==> src/rtl/cpu_pkg.sv <==
// Shared definitions for the core's inter-stage registers: bubble value,
// stage payload widths and the occupancy/state encoding.
package cpu_pkg;

  // A bubble is an all-zero payload and PC, which decodes as a nop.
  localparam logic PIPE_BUBBLE = 1'b0;

  localparam int FD_DATA_W = 64;
  localparam int DE_DATA_W = 101;
  localparam int EM_DATA_W = 72;
  localparam int MW_DATA_W = 40;

  localparam logic [1:0] OCC_EMPTY = 2'd0;
  localparam logic [1:0] OCC_ONE   = 2'd1;
  localparam logic [1:0] OCC_TWO   = 2'd2;

  // State encoding equals the number of held entries.
  typedef enum logic [1:0] {
    ST_EMPTY = OCC_EMPTY,
    ST_ONE   = OCC_ONE,
    ST_TWO   = OCC_TWO
  } stage_state_t;

  function automatic logic [1:0] occ_of(stage_state_t s);
    logic [1:0] occ;
    occ = OCC_EMPTY;
    case (s)
      ST_ONE:  occ = OCC_ONE;
      ST_TWO:  occ = OCC_TWO;
      default: occ = OCC_EMPTY;
    endcase
    return occ;
  endfunction

endpackage

==> src/rtl/pipe_entry_reg.sv <==
// One {valid, data, pc} pipeline entry with load and clear; clear wins and
// returns the entry to the bubble value.
module pipe_entry_reg
  import cpu_pkg::*;
#(
  parameter int DATA_W = 101,
  parameter int PC_W   = 32
) (
  input  logic              clk,
  input  logic              reset,
  input  logic              load,
  input  logic              clear,
  input  logic [DATA_W-1:0] load_data,
  input  logic [PC_W-1:0]   load_pc,
  output logic              valid,
  output logic [DATA_W-1:0] data,
  output logic [PC_W-1:0]   pc
);

  logic              valid_reg;
  logic [DATA_W-1:0] data_reg;
  logic [PC_W-1:0]   pc_reg;

  always_ff @(posedge clk or negedge reset) begin
    if (!reset) begin
      valid_reg <= 1'b0;
      data_reg  <= {DATA_W{PIPE_BUBBLE}};
      pc_reg    <= {PC_W{PIPE_BUBBLE}};
    end else if (clear) begin
      valid_reg <= 1'b0;
      data_reg  <= {DATA_W{PIPE_BUBBLE}};
      pc_reg    <= {PC_W{PIPE_BUBBLE}};
    end else if (load) begin
      valid_reg <= 1'b1;
      data_reg  <= load_data;
      pc_reg    <= load_pc;
    end
  end

  assign valid = valid_reg;
  assign data  = data_reg;
  assign pc    = pc_reg;

endmodule

==> src/rtl/pipe_stage_reg.sv <==
// Generic valid/ready pipeline stage register with optional skid entry,
// synchronous flush to bubble and a saturating downstream-stall counter.
module pipe_stage_reg
  import cpu_pkg::*;
#(
  parameter int DATA_W  = 101,
  parameter int PC_W    = 32,
  parameter bit SKID_EN = 1'b1,
  parameter int CNT_W   = 16
) (
  input  logic              clk,
  input  logic              reset,
  input  logic              flush,
  input  logic              in_valid,
  output logic              in_ready,
  input  logic [DATA_W-1:0] in_data,
  input  logic [PC_W-1:0]   in_pc,
  output logic              out_valid,
  input  logic              out_ready,
  output logic [DATA_W-1:0] out_data,
  output logic [PC_W-1:0]   out_pc,
  output logic [1:0]        occupancy,
  output logic [CNT_W-1:0]  stall_cnt
);

  stage_state_t state_reg, state_next;

  logic              accept, consume;
  logic              main_load, main_clear, main_from_skid;
  logic              skid_load, skid_clear;
  logic              main_valid, skid_valid;
  logic [DATA_W-1:0] main_data, skid_data, main_load_data;
  logic [PC_W-1:0]   main_pc, skid_pc, main_load_pc;
  logic [CNT_W-1:0]  stall_cnt_reg;

  assign accept  = in_valid && in_ready;
  assign consume = main_valid && out_ready;

  always_ff @(posedge clk or negedge reset) begin
    if (!reset) state_reg <= ST_EMPTY;
    else        state_reg <= state_next;
  end

  always_comb begin
    state_next     = state_reg;
    main_load      = 1'b0;
    main_clear     = 1'b0;
    main_from_skid = 1'b0;
    skid_load      = 1'b0;
    skid_clear     = 1'b0;
    if (flush) begin
      // Flush beats any same-cycle accept or consume.
      state_next = ST_EMPTY;
      main_clear = 1'b1;
      skid_clear = 1'b1;
    end else begin
      case (state_reg)
        ST_EMPTY: begin
          if (accept) begin
            main_load  = 1'b1;
            state_next = ST_ONE;
          end
        end
        ST_ONE: begin
          if (accept && consume) begin
            main_load = 1'b1;
          end else if (accept && SKID_EN) begin
            skid_load  = 1'b1;
            state_next = ST_TWO;
          end else if (consume) begin
            main_clear = 1'b1;
            state_next = ST_EMPTY;
          end
        end
        ST_TWO: begin
          if (consume) begin
            main_load      = 1'b1;
            main_from_skid = 1'b1;
            skid_clear     = 1'b1;
            state_next     = ST_ONE;
          end
        end
        default: state_next = ST_EMPTY;
      endcase
    end
  end

  assign main_load_data = main_from_skid ? skid_data : in_data;
  assign main_load_pc   = main_from_skid ? skid_pc   : in_pc;

  pipe_entry_reg #(.DATA_W(DATA_W), .PC_W(PC_W)) u_main (
    .clk       (clk),
    .reset     (reset),
    .load      (main_load),
    .clear     (main_clear),
    .load_data (main_load_data),
    .load_pc   (main_load_pc),
    .valid     (main_valid),
    .data      (main_data),
    .pc        (main_pc)
  );

  generate
    if (SKID_EN) begin : g_skid
      logic in_ready_reg;

      pipe_entry_reg #(.DATA_W(DATA_W), .PC_W(PC_W)) u_skid (
        .clk       (clk),
        .reset     (reset),
        .load      (skid_load),
        .clear     (skid_clear),
        .load_data (in_data),
        .load_pc   (in_pc),
        .valid     (skid_valid),
        .data      (skid_data),
        .pc        (skid_pc)
      );

      // Registered ready: the skid entry absorbs the one-cycle lag.
      always_ff @(posedge clk or negedge reset) begin
        if (!reset) in_ready_reg <= 1'b1;
        else        in_ready_reg <= (state_next != ST_TWO);
      end
      assign in_ready = in_ready_reg;
    end else begin : g_noskid
      assign skid_valid = 1'b0;
      assign skid_data  = {DATA_W{PIPE_BUBBLE}};
      assign skid_pc    = {PC_W{PIPE_BUBBLE}};
      assign in_ready   = !main_valid || out_ready;
    end
  endgenerate

  always_ff @(posedge clk or negedge reset) begin
    if (!reset) begin
      stall_cnt_reg <= '0;
    end else if (main_valid && !out_ready && (stall_cnt_reg != {CNT_W{1'b1}})) begin
      stall_cnt_reg <= stall_cnt_reg + 1'b1;
    end
  end

  assign out_valid = main_valid;
  assign out_data  = main_data;
  assign out_pc    = main_pc;
  assign occupancy = occ_of(state_reg);
  assign stall_cnt = stall_cnt_reg;

endmodule

==> config.mk <==
export PLATFORM = sky130hd
export DESIGN_NAME = pipe_stage_reg
export DESIGN_NICKNAME = d
export VERILOG_FILES = /design/src/rtl/cpu_pkg.sv /design/src/rtl/pipe_entry_reg.sv /design/src/rtl/pipe_stage_reg.sv
export SDC_FILE = /design/constraint.sdc
export NUM_CORES = 1
export LEC_CHECK = 0
export CORE_MARGIN = 4
export CORE_UTILIZATION = 45
export CTS_BUF_LIST = sky130_fd_sc_hd__clkbuf_4 sky130_fd_sc_hd__clkbuf_8
export DETAILED_ROUTE_END_ITERATION = 16
export HOLD_SLACK_MARGIN = 0.03
export PLACE_DENSITY = 0.72
export SETUP_SLACK_MARGIN = 0.05
export SLEW_MARGIN = 30
export SYNTH_ARGS = -nofsm -noshare
export SYNTH_HDL_FRONTEND = slang
export SYNTH_HIERARCHICAL = 1
export SYNTH_SLANG_ARGS = --single-unit
==> constraint.sdc <==
create_clock -name clk -period 2.1 [get_ports clk]
set_input_delay 0.315 -clock clk [delete_from_list [all_inputs] [get_ports clk]]
set_output_delay 0.315 -clock clk [all_outputs]
set_load 0.05 [all_outputs]
[Word-level counts from Yosys, hierarchy flattened]
Index checks and enable logic that the tools add are counted.
Storage, ports and cells
  logic and storage cells: 57
  input bits: 138
  register bits: 286
Operators by class
  multiplexer cells: 35
  $add $sub $neg: 1
  equality and inequality tests: 4
  reductions and logical operators: 9
Operators by type and width (number)
  $mux W101: 5
  $mux W32: 5
  $add A16 B1 Y16 const B: 1
  $mux W1: 16
  $ne A16 B16 Y1 const B: 1
  $mux W2: 6
  $pmux W2 S3: 1
  $logic_and A1 B1 Y1: 5
  $pmux W2 S2: 1
  $reduce_bool A2 Y1: 2
  $pmux W1 S3: 1
  $eq A2 B1 Y1 const B: 1
  $eq A2 B2 Y1 const B: 1
  $logic_not A2 Y1: 1
  $ne A2 B2 Y1 const B: 1
  $logic_not A1 Y1: 1

[Logic depth before layout (Yosys ltp)]
Gate-level depths: netlist (run 1).
  depth in word-level cells: 7
  mapped depth: 8
  gate-level depth less buffers: 6

[Cells and area by module]
The synthesis (run 1) kept the hierarchy.
By module, submodules not included
  pipe_entry_reg: area each 5391.4 um^2, cells an instance 432, times used 2
  pipe_stage_reg: area each 2658.8 um^2, cells an instance 241, times used 1

[Worst setup path before layout (run 1)]
OpenSTA, ideal clock, no wires.
  kind: register to register
  start point: reg state_reg[1]
  end point: reg g_skid.u_skid.data_reg[56], in the netlist g_skid.u_skid/data[56]
  arrival: 2.225 ns
  stages on the path, launching flop included: 8
  data required time: 1.968 ns
  setup slack: -0.257 ns
  setup time: 0.132 ns
  buffers on the path: 3
  path through: dfrtp_1 -> nor2b_1 -> nor4b_1 -> buf_4 -> buf_6 -> buf_6 -> mux2i_1 -> nor2_1
Between the ends
  cells in the longest elaborated chain, start to end: 4
Ends and longest elaborated chain
  start: declaration: RTL line pipe_stage_reg.sv:26  | stage_state_t state_reg, state_next;
  start signal: assignment: RTL line pipe_stage_reg.sv:41  | else state_reg <= state_next;
  $eq A2 B1 Y1: RTL line pipe_stage_reg.sv:57  | case (state_reg)
  $mux W1: RTL line pipe_stage_reg.sv:57
  $mux W1: RTL line pipe_stage_reg.sv:51  | if (flush) begin
  via skid_load: RTL line pipe_stage_reg.sv:30  | logic skid_load, skid_clear;
  $reduce_bool A2 Y1 (no line)
  end signal: assignment: RTL line pipe_entry_reg.sv:27  | data_reg <= {DATA_W{PIPE_BUBBLE}};
  end signal: assignment: RTL line pipe_entry_reg.sv:31  | data_reg <= {DATA_W{PIPE_BUBBLE}};
  end signal: assignment: RTL line pipe_entry_reg.sv:35  | data_reg <= load_data;
  end: declaration: RTL line pipe_entry_reg.sv:21  | logic [DATA_W-1:0] data_reg;
The timed path passes the listed nets, and every way through them passes these cells.
A chain may end at the register's enable or synchronous reset.

[Final worst setup path (run 1)]
  start point: reg state_reg[0]
  end point: reg u_main.pc_reg[16], in the netlist u_main/pc[16]
RTL lines
  $eq A2 B2 Y1, or another cell as far along: RTL line pipe_stage_reg.sv:57
  $pmux W1 S3 *: RTL line pipe_stage_reg.sv:57
  $mux W1 *: RTL line pipe_stage_reg.sv:51
  via main_load: RTL line pipe_stage_reg.sv:29  | logic main_load, main_clear, main_from_skid;
  $reduce_bool A2 Y1 (no line) *
  end signal: assignment: RTL line pipe_entry_reg.sv:28  | pc_reg <= {PC_W{PIPE_BUBBLE}};
  end signal: assignment: RTL line pipe_entry_reg.sv:32  | pc_reg <= {PC_W{PIPE_BUBBLE}};
  end signal: assignment: RTL line pipe_entry_reg.sv:36  | pc_reg <= load_pc;
  end: declaration: RTL line pipe_entry_reg.sv:22  | logic [PC_W-1:0] pc_reg;
The timed path passes the listed nets; every way through them passes the cells marked *. The select of a mux whose other input is x is not followed.

==> metrics list, run 1 <==
* Final hold vios: 0
- Fraction of the cycle the final worst path needs: 0.966
* Fraction of layout instances using a drive strength above 1: 0.211
* Top cell by count, worst path: buf_12
- On the worst path, the slowest cell contributes a delay of 0.41 ns.
- The filler cells instantiated in the layout total approximately 2.4k.
- Between clock sinks in the finished design, the worst skew comes to 0.0198 ns.
- Master of the slowest instance on the critical path: or3_1
* Least-Margin Pin Slew: ~0.57 ns
- Worst Setup Start Kind: register
- Launching instance or port of the critical path: state_reg[0]$_DFF_PN0_
- Final instance count without filler cells: between 1.5k and 2k
- Summed over all cells, the static leakage comes to between 8 and 9 nW.
- A synthesized cell averages roughly 12 um^2.
* Pin count of the biggest net entering global routing: between 60 and 70
- Data arrival at the endpoint of the critical path: 2.44 ns
- Max_cap viols: 0
- Ports: 291
- Pre-CTS setup slack: -0.269 ns
- Total of buffers placed on input and output ports: between 200 and 300
- Clock network latency to the later pin of the worst-skew pair: roughly 0.55 ns
- Cell Area, Synth: 13400 um^2
* Maximum level of the CTS H-tree: 2
- The final layout contains routed wiring with a total length of between 30 and 40 mm.
- Number of DRC violations after detailed routing: 0
* Clock transition at path regs: 0.06 ns
* Peak Freq: about 490 MHz
- Final min period: a little over 2 ns
* Per-cell routed wire length: between 15 and 20 um
* Final Power: 13.8 mW
* Max-slew headroom at the worst pin: 0.624
* TritonCTS buffer count: 48
- The net count of the finished layout is ~1.6k.
* Count of clock tree sinks: 286
- In this run, placement finished with an instance count of 1777.
* Required time of the critical path: 2.52 ns
- Number of detailed-routing iterations run before antenna repair: 4
- The root buffer cell chosen for the clock tree is clkbuf_8.
* Final core utilization: 0.632
* Syn. warnings: 6
- The worst hold path belongs to the class primary input to async pin.
- Global-route wire length before repair: approximately 55 mm
- Ant. Diodes: 0
* Cell chain of the critical path: a21boi_0 -> or3_1 -> a21oi_4 -> buf_12 -> buf_12 -> mux2i_1 -> nor2_1
- The longest clock path from root to sink contains 3 buffers.
- Combined area of the multi-input logic cells: between 5000 and 6000 um^2
- Across every metal layer, demand over resource in global routing totals 0.205.
- The worst-case IR drop observed on VDD is between 0.0005 and 0.0006 V.
- Total area of sequential cells: slightly above 7000 um^2
* Setup-violating endpoint count in the final report: 0
- Initial standard-cell utilization of the core: 0.462
* Floorplan row count: 62
- Die height: around 180 um
- The region available for standard cell placement spans slightly below 30000 um^2.
- FF-to-FF Start: state_reg[0]$_DFF_PN0_
- In this run the remaining antenna-violating nets after routing total 0.
- Final Max Slew Viols: 0
- Vias in the first global route: just over 10k
- In this run the worst path has a maximum fanout of 16.
* Commonest non-fill, non-tap cells in the layout: dfrtp_1, nor2_1, mux2i_1
* Type of element capturing the critical path: register
- Critical path class: register to register
- For this design the ratio of total power to cell area is approximately 750 nW/um^2.
- The detailed router placed ~9.5k vias in this run.
- The run finished with clean final reports.
- The die is about 180 um wide.
* Global route overflow: 0
- CTS tree: done
- Detailed-route vias per instance: between 5 and 6
- The number of antenna violations at the first check in global routing came to 2.
- Most common library cell in the layout ignoring fill and taps: dfrtp_1
- Area growth from synthesis to layout: 36.8%
- In this run, the number of DRC markers left after iteration 0 of detailed routing was between 500 and 600.
* Half-perimeter wire length after detailed placement: 23.5 mm
- Synthesis produced a netlist whose cell count is 1102.
* Die outline area: about 33000 um^2
- Final setup slack of the worst path: 0.0706 ns
- Routability-driven placement congestion ratio: roughly 0.79
- Setup repair after global routing could not meet its margin everywhere.
- When the netlist entered floorplanning its net count stood at ~1.2k.
==> final timing paths <==
check	to	slack [ns]	cells after the start
max	u_main/pc[16]$_DFFE_PN0P_	0.07	7
min	state_reg[0]$_DFF_PN0_	0.29	2
max reg2reg	u_main/pc[16]$_DFFE_PN0P_	0.07	7
min reg2reg	g_skid.u_skid/pc[29]$_DFFE_PN0P_	0.51	2
max in group asynchronous	u_main/data[90]$_DFFE_PN0P_	1.16	3
min in group clk	g_skid.u_skid/pc[14]$_DFFE_PN0P_	0.40	3
==> layer usage <==
metal | global-route usage | vias to the layer above | share of wire
li1 | - | 4494 | -
met1 | 0.293 | 4668 | 0.46
met2 | 0.319 | 275 | 0.46
met3 | 0.0529 | 54 | 0.066
met4 | 0.0426 | 4 | 0.017
met5 | 0 | - | 0.00079
==> report_power, final <==
part	leakage [nW]	total, mW	switching, mW	internal, mW
Combinational	4.16	2.60	1.55	1.05
Clock	0.559	5.26	2.18	3.08
Sequential	3.93	5.97	0.191	5.78
==> per-stage QoR <==
step                TNS [ns]  instance area [um^2]  hold slack (ns)
global route               0                 18300            0.294
global placement      -53.44                 17300            0.269
finish                     0                 18300            0.290
CTS                        0                 18200            0.264
floorplan                  0                 13500           0.0194
detailed placement    -54.49                 17300            0.266
==> repair_timing <==
| item | 4_1_cts | 5_1_grt |
|---|---|---|
| gates cloned | 0 | 2 |
| hold endpoints to repair | 66 | 0 |
| setup endpoints to repair | 143 | 84 |
| hold buffers | 1 | 0 |
| gates resized for setup | 143 | 9 |
| pin swaps | 0 | 1 |
| setup buffers | 0 | 7 |
==> layout make-up <==
cell class,instances,area share
well taps,384,0.0262
inverters,2,0.000409
flip-flops and latches,286,0.390
multi-input cells,740,0.315
repair buffers,375,0.211
clock buffers,78,0.0537
clock inverters,6,0.00321
==> critical path: cells and delay by family, from the launching register on <==
| kind | cells | cell delay [ns] |
|---|---|---|
| compound gates | 2 | 0.38 |
| buf+inv | 2 | 0.38 |
| flops | 1 | 0.40 |
| mux | 1 | 0.24 |
| simple gates | 2 | 0.48 |
No activity file was read; power rests on OpenSTA's default activity.
==> run 2: changes to the inputs <==
--- a/config.mk
+++ b/config.mk
@@ -10,10 +10,9 @@
 export CTS_BUF_LIST = sky130_fd_sc_hd__clkbuf_4 sky130_fd_sc_hd__clkbuf_8
 export DETAILED_ROUTE_END_ITERATION = 16
 export HOLD_SLACK_MARGIN = 0.03
-export PLACE_DENSITY = 0.72
+export PLACE_DENSITY = 0.81
 export SETUP_SLACK_MARGIN = 0.05
 export SLEW_MARGIN = 30
 export SYNTH_ARGS = -nofsm -noshare
 export SYNTH_HDL_FRONTEND = slang
-export SYNTH_HIERARCHICAL = 1
 export SYNTH_SLANG_ARGS = --single-unit
==> constraint.sdc (replaced) <==
create_clock -name clk -period 2.2 [get_ports clk]
set_input_delay 0.33 -clock clk [delete_from_list [all_inputs] [get_ports clk]]
set_output_delay 0.33 -clock clk [all_outputs]
set_load 0.05 [all_outputs]
==> metrics list, run 2 <==
- The wire length per cell came to 21.3 um (was 18.3 um).
- Share of synthesized area spent on multiplexers: 0.116
- Final hold vios: 0 (unchanged)
- The number of top-level pins came to 291 (unchanged).
- Met3 Use GR: 0.0349 (was 0.0529)
- The maximum fanout along the worst path is 2 (was 16).
- The critical path class is register to output pin (was register to register).
- The via density per instance is 5.80 (was 5.07).
* EDFF count, synth: 0
- The port buffer count came to 290 (unchanged).
* Ant. Diodes: 0 (unchanged)
- Register-to-Register Setup Slack: 0.30 ns (was 0.07 ns)
* Required time of the critical path: 1.87 ns (was 2.52 ns)
- The leakage component of the power is 7.07 nW (was 8.65 nW).
* Post-Synth XOR/XNOR Area: 0.00670
* Commonest non-fill, non-tap cells in the layout: dfrtp_1, clkdlybuf4s50_1, a22o_1, mux2i_1, o2bb2ai_1 (was dfrtp_1, nor2_1, mux2i_1)
* Type of element capturing the critical path: output pin (was register)
- Synth Area in Compound Gates: 0.209
- Global Route met2 Usage: 0.352 (was 0.319)
* Count of unique library cells instantiated by Yosys: 40
- Data arrival at the endpoint of the critical path: 1.78 ns (was 2.44 ns)
* Most common cell in the synthesized netlist: dfrtp_1
- Routability-driven placement congestion ratio: 0.791 (was 0.793)
- Number of buffers inserted by post-CTS setup repair: 0 (unchanged)
- Reg2reg end: u_main.pc[3]$_DFFE_PN0P_ (was u_main/pc[16]$_DFFE_PN0P_)
- The post-layout instance area was 16400 um^2 (was 18300 um^2).
* Count of clock tree sinks: 286 (unchanged)
* Die height: 170 um (was 181 um)
- The max-slew violation total from the final report came to 0 (unchanged).
- In the synthesized netlist the dominant register cell turns out to be dfrtp_1.
* Synthesized net count: 983 (was 1241)
- Count of vias placed by the detailed router: 8809 (was 9495)
- The instance count on the critical path came to 1 (was 7).
- The reported max-cap violation count is 0 (unchanged).
* Global route overflow: 0 (unchanged)
- The maximum clock path buffer count came to 3 (unchanged).
- The utilization of the core after routing is 0.643 (was 0.632).
- Number of detailed-routing iterations run before antenna repair: 5 (was 4)
- For the finished layout, the period the worst path requires is between 2 and 2.5 ns.
- The worst slew margin relative to its limit is 0.612 (was 0.624).
* Half-perimeter wire length after detailed placement: 21.4 mm (was 23.5 mm)
* Pwr dens: 853 nW/um^2 (was 754 nW/um^2)
- The cell at the slowest stage of the critical path is clkdlybuf4s50_1 (was or3_1).
* Proportion of synthesized chip area in sequential cells: 0.609
- Critical path destination: out_data[94] (was u_main/pc[16]$_DFFE_PN0P_)
- Most common library cell in the layout ignoring fill and taps: dfrtp_1 (unchanged)
- The gate count after technology mapping is 844 (was 1102).
- In the finished design, the share of the clock period the worst path needs comes to 0.958.
* Iteration-0 DRC Markers: 768 (was 548)
- Pin count of the biggest net entering global routing: 75 (was 69)
* Family with the most delay on the worst path: buffers and inverters (was simple AND/OR/NAND/NOR gates)
- Crit path largest cell delay: 0.83 ns (was 0.41 ns)
* Result of the run: complete, no violations (unchanged)
- The average cell area after synthesis came to 13.9 um^2 (was 12.2 um^2).
- The worst ir drop on vdd was 0.000483 V (was 0.000531 V).
- Of the total synthesized cell area, the portion taken by AND, OR, NAND and NOR gates is 0.0250.
* Total cell area at the placement stage: 15400 um^2 (was 17300 um^2)
- By area, the combinational part of the netlist is dominated by compound AO/OA/AOI/OAI gates.
- Adder-cell area share of the yosys netlist: 0.00106
* Die span in x: 170 um (was 181 um)
- Final layout net count: 1296 (was 1592)
- Launching instance or port of the critical path: u_main.data[94]$_DFFE_PN0P_ (was state_reg[0]$_DFF_PN0_)
* Area of the core: 25500 um^2 (was 29000 um^2)
- Static timing analysis puts the maximum clock frequency at 474 MHz.
* Gr usage total: 0.221 (was 0.205)
- GR met1 Demand/Resource: 0.311 (was 0.293)
* Cell Area, Synth: 11800 um^2 (was 13400 um^2)
* Global-route wire length before repair: 51.9 mm (was 55.4 mm)
- Worst Setup Start Kind: register (unchanged)
- The effective utilization at floorplan was 0.462 (about the same).
- Type of the worst min-delay path: primary input to async pin (unchanged)
* Critical path buffers and inverters: 1 (was 2)
* Top area cells in the synthesized netlist: dfrtp_1, mux2i_1, a22o_1, o2bb2ai_1, buf_2
- The worst clock skew came to 0.0166 ns (was 0.0198 ns).
* Number of fillers in the final layout: 1871 (was 2367)
- The number of buffers created by CTS came to 45 (was 48).
* Maximum level of the CTS H-tree: 2 (unchanged)
- Final Routed Wirelength: 32.3 mm (was 34.3 mm)
- Length in cells of the worst reg-to-reg path: 6 (was 7)
- The number of rows created at floorplan was 58 (was 62).
- Synth cell count leaders: dfrtp_1, a22o_1, mux2i_1, o2bb2ai_1, buf_2
- Clock network latency to the later pin of the worst-skew pair: 0.54 ns (was 0.55 ns)
- Of all cell types, the one taking the most synthesized area is dfrtp_1.
- The number of global-route vias before repair came to 9317 (was 10.1k).
* Cell chain of the critical path: clkdlybuf4s50_1 (was a21boi_0 -> or3_1 -> a21oi_4 -> buf_12 -> buf_12 -> mux2i_1 -> nor2_1)
* Share of Yosys cell area claimed by the top area cell type: 0.607
* FF-to-FF Start: state_reg[0]$_DFF_PN0_ (unchanged)
* Fraction of layout instances using a drive strength above 1: 0.121 (was 0.211)
- Setup-violating endpoint count in the final report: 0 (unchanged)
- Die outline area: 28800 um^2 (was 32600 um^2)
- Initial antenna violation count: 0 (was 2)
- Clock tree root driver cell: clkbuf_8 (unchanged)
* Syn. warnings: 0 (was 6)
* Count of state elements after synthesis: about 290
- The most crowded layer after global routing is met2 (unchanged).
- Number of DRC violations after detailed routing: 0 (unchanged)
- The CTS tree is done (unchanged).
- Clock transition at path regs: 0.07 ns (was 0.06 ns)
- The number of antenna-violating nets in the routed design came to 0 (unchanged).
* Least-Margin Pin Slew: 0.580 ns (was 0.566 ns)
* Setup repair after global routing missed its margin: no (was yes)
- Proportion of synthesized flip-flops having asynchronous set or reset: 1.00
- The synthesis-to-finish area growth is 39.2% (was 36.8%).
## run 2: per-layer routing
layer,share of wire,vias up
met5,0,-
met4,0.030,0
met3,0.055,66
met2,0.48,324
met1,0.44,4524
li1,-,3895
## run 2: through the flow
| step | total power, mW | hold slack, ns | setup WS (ns) | TNS, ns | cells |
|---|---|---|---|---|---|
| global placement | 9.25 | 0.268 | 0.00747 | 0 | 1439 |
| floorplan | 7.85 | 0.0344 | 0.149 | 0 | 844 |
| finish | 14.0 | 0.309 | 0.0914 | 0 | 1519 |
| global route | 14.5 | 0.324 | 0.0550 | 0 | 1519 |
| CTS | 14.1 | 0.286 | 0.0300 | 0 | 1519 |
| detailed placement | 9.30 | 0.273 | -0.0288 | -0.0551 | 1439 |
## run 2: repair_timing
action	4_1_cts	5_1_grt
pin swaps	0	0
endpoints found under the hold margin	40	0
gates resized for setup	13	10
hold buffers	1	0
endpoints found under the setup margin	13	8
## run 2: power breakdown
group | leakage, nW | switching, mW | internal (mW)
Combinational | 2.67 | 2.01 | 1.15
Sequential | 3.88 | 0.335 | 5.69
Clock | 0.516 | 2.01 | 2.77
Total | 7.07 | 4.36 | 9.61
## run 2: cell type report
type | instances | area, um^2 | area share
timing repair buffer | 340 | 3560 | 0.218
inverter | 6 | 22.5 | 0.00138
clock inverter | 6 | 82.6 | 0.00504
sequential | 286 | 7160 | 0.437
clock buffer | 73 | 886 | 0.0541
multi-input combinational | 478 | 4250 | 0.259
tap | 330 | 413 | 0.0252
## run 2: cells by family (layout without fill, tap and decap cells)
| kind of cell | after synthesis | count (layout) |
|---|---|---|
| adders and majority gates | 1 | 1 |
| AOI/OAI and AO/OA | 283 | 283 |
| DFF | 286 | 286 |
| buffers and inverters | 80 | 425 |
| xor gates and xnor gates | 9 | 9 |
| and+or+nand+nor | 49 | 49 |
| muxes | 136 | 136 |
## run 2: how the worst min path moves through the flow
stage | start | endpoint | depth (start not counted)
global route | reset | u_main.pc[4]$_DFFE_PN0P_ | 2
floorplan | reset | g_skid.u_skid.data[0]$_DFFE_PN0P_ | 0
finish | reset | u_main.pc[4]$_DFFE_PN0P_ | 2
detailed placement | reset | u_main.pc[4]$_DFFE_PN0P_ | 1
global placement | reset | u_main.pc[4]$_DFFE_PN0P_ | 1
CTS | reset | u_main.pc[4]$_DFFE_PN0P_ | 2
==> run 3: changes to the inputs <==
==> constraint.sdc (replaced) <==
create_clock -name clk -period 2.48 [get_ports clk]
set_input_delay 0.372 -clock clk [delete_from_list [all_inputs] [get_ports clk]]
set_output_delay 0.372 -clock clk [all_outputs]
set_load 0.05 [all_outputs]
==> metrics list, run 3 (synthesis gave the netlist of run 2 again) <==
- The fill cell instance count of the final layout was 1909 (was 1871).
- Total of buffers placed on input and output ports: 290 (unchanged)
- The placed wire-length estimate is 20.0 mm (was 21.4 mm).
- The total detailed-routing wirelength is 31.6 mm (was 32.3 mm).
* Required time of the critical path: 2.11 ns (was 1.87 ns)
* Ports: 291 (unchanged)
- Iteration-0 DRC Markers: 601 (was 768)
- The worst clock skew is 0.0223 ns (was 0.0166 ns).
- The maximum clock path buffer count came to 3 (unchanged).
- The cell at the slowest stage of the critical path is clkdlybuf4s50_1 (unchanged).
- Cell chain of the critical path: clkdlybuf4s50_1 (unchanged)
- Fraction of layout instances using a drive strength above 1: 0.115 (was 0.121)
- The clock insertion delay at the later pin of the skew report is 0.54 ns (about the same).
- The clock transition time at the flip-flop clock pins of the worst setup and hold paths came to 0.06 ns (was 0.07 ns).
* Peak Freq: about 440 MHz
- The synthesis-to-finish area growth came to 38.7% (was 39.2%).
- The total congestion overflow after global routing came to 0 (unchanged).
- Pleak: 6.93 nW (was 7.07 nW)
- Global-route wire length before repair: 51.0 mm (was 51.9 mm)
- The number of buffers created by CTS came to 48 (was 45).
- The number of global-route vias before repair is 9225 (was 9317).
- The critical path class was register to output pin (unchanged).
- The number of standard cells in the layout, taps in and fillers out is 1514 (was 1519).
* Final min period: 2.25 ns
* Maximum level of the CTS H-tree: 2 (unchanged)
- The worst path buffer plus inverter count was 1 (unchanged).
- Setup repair after global routing missed its margin: no (unchanged)
* Type of the worst min-delay path: primary input to async pin (unchanged)
- The combined global-route utilization of all metal layers came to 0.215 (was 0.221).
- In the finished design, the share of the clock period the worst path needs comes to 0.909.
- The summed negative setup slack over all endpoints is 0 ns (unchanged).
- The number of rows created at floorplan came to 58 (unchanged).
* Cell Count Post-Placement: 1424 (was 1439)
- The number of post-CTS setup repair buffers is 0 (unchanged).
- Count of clock tree sinks: 286 (unchanged)
- Final Max Slew Viols: 0 (unchanged)
- Count of vias placed by the detailed router: 8694 (was 8809)
- The launching element type of the critical path is a register (unchanged).
* Initial antenna violation count: 0 (unchanged)
- Final Power: 12.7 mW (was 14.0 mW)
- Die span in x: 170 um (unchanged)
* Data arrival at the endpoint of the critical path: 1.88 ns (was 1.78 ns)
* Pin count of the biggest net entering global routing: 71 (was 75)
- Final core utilization: 0.640 (was 0.643)
- Result of the run: complete, no violations (unchanged)
- The total DRC errors in the routed layout was 0 (unchanged).
- Die outline area: 28800 um^2 (unchanged)
- The detailed-routing iteration count for the pre-antenna-repair pass is 5 (unchanged).
- The area of the core is 25500 um^2 (unchanged).
* Max-slew headroom at the worst pin: 0.614 (was 0.612)
* Final hold vios: 0 (unchanged)
- Max_cap viols: 0 (unchanged)
- Crit path largest cell delay: 0.86 ns (was 0.83 ns)
- The worst ir drop on vdd is 0.000533 V (was 0.000483 V).
* CTS tree: done (unchanged)
- Ant. Diodes: 0 (unchanged)
- Initial standard-cell utilization of the core: 0.462 (unchanged)
- The power density of the placed cells was 777 nW/um^2 (was 853 nW/um^2).
* Family with the most delay on the worst path: buffers and inverters (unchanged)
- Type of element capturing the critical path: output pin (unchanged)
* Per-cell routed wire length: 20.9 um (was 21.3 um)
- The maximum fanout along the worst path is 8 (was 2).
- Commonest non-fill, non-tap cells in the layout: clkdlybuf4s50_1, dfrtp_1, a22o_1, mux2i_1, o2bb2ai_1 (was dfrtp_1, clkdlybuf4s50_1, a22o_1, mux2i_1, o2bb2ai_1).
* Least-Margin Pin Slew: 0.578 ns (was 0.580 ns)
- Setup-violating endpoint count in the final report: 0 (unchanged)
- Remaining antenna violation count: 0 (unchanged)
- Detailed-route vias per instance: 5.74 (was 5.80)
- Die height: 170 um (unchanged)
- The final layout net count came to 1284 (was 1296).
- Most common library cell in the layout ignoring fill and taps: clkdlybuf4s50_1 (was dfrtp_1)
- The global placement routability congestion is 0.805 (was 0.791).
* Clock tree root driver cell: clkbuf_8 (unchanged)
[run 3: layer usage]
layer / up-vias / GRT usage / wire (um)
li1: 3880 / - / -
met1: 4480 / 0.302 / 13900
met2: 284 / 0.340 / 14900
met3: 50 / 0.0515 / 2220
met4: 0 / 0.0536 / 585
met5: - / 0 / 0
[run 3: what timing repair did]
item,CTS,global route
hold endpoints to repair,57,0
hold buffers,1,0
setup endpoints to repair,2,0
gates resized for setup,2,0
[run 3: final timing paths]
check / startpoint / cells after the start / end / slack [ns]
min in group clk: in_data[28] / 2 / g_skid.u_skid.data[28]$_DFFE_PN0P_ / 0.46
max in group asynchronous: reset / 3 / g_skid.u_skid.data[32]$_DFFE_PN0P_ / 1.34
hold / removal: reset / 2 / u_main.pc[3]$_DFFE_PN0P_ / 0.40
hold reg to reg: u_main.data[17]$_DFFE_PN0P_ / 1 / u_main.data[17]$_DFFE_PN0P_ / 0.49
setup / recovery: stall_cnt[4]$_DFFE_PN0P_ / 1 / stall_cnt[4] / 0.23
setup reg to reg: state_reg[1]$_DFF_PN0_ / 5 / u_main.data[48]$_DFFE_PN0P_ / 0.52
[run 3: through the flow]
| step | area, um^2 | setup slack [ns] | hold slack, ns |
|---|---|---|---|
| final | 16300 | 0.226 | 0.399 |
| after global routing | 16300 | 0.127 | 0.420 |
| after detailed placement | 15200 | 0.144 | 0.369 |
| after CTS | 16300 | 0.185 | 0.369 |
| after floorplan | 11800 | 0.228 | 0.0764 |
| after global placement | 15200 | 0.177 | 0.364 |
[run 3: area by class of cell]
type,instances,area (um^2),share of cell area
clock buffer,82,1020,0.0623
tap,330,413,0.0253
multi-input combinational,478,4240,0.260
sequential,286,7160,0.439
timing repair buffer,325,3400,0.208
inverter,6,22.5,0.00138
clock inverter,7,63.8,0.00391
[run 3: where the power goes]
part / switching [mW] / internal (mW)
Combinational: 1.76 / 1.02
Sequential: 0.292 / 5.05
Clock: 1.87 / 2.68
Total: 3.93 / 8.74
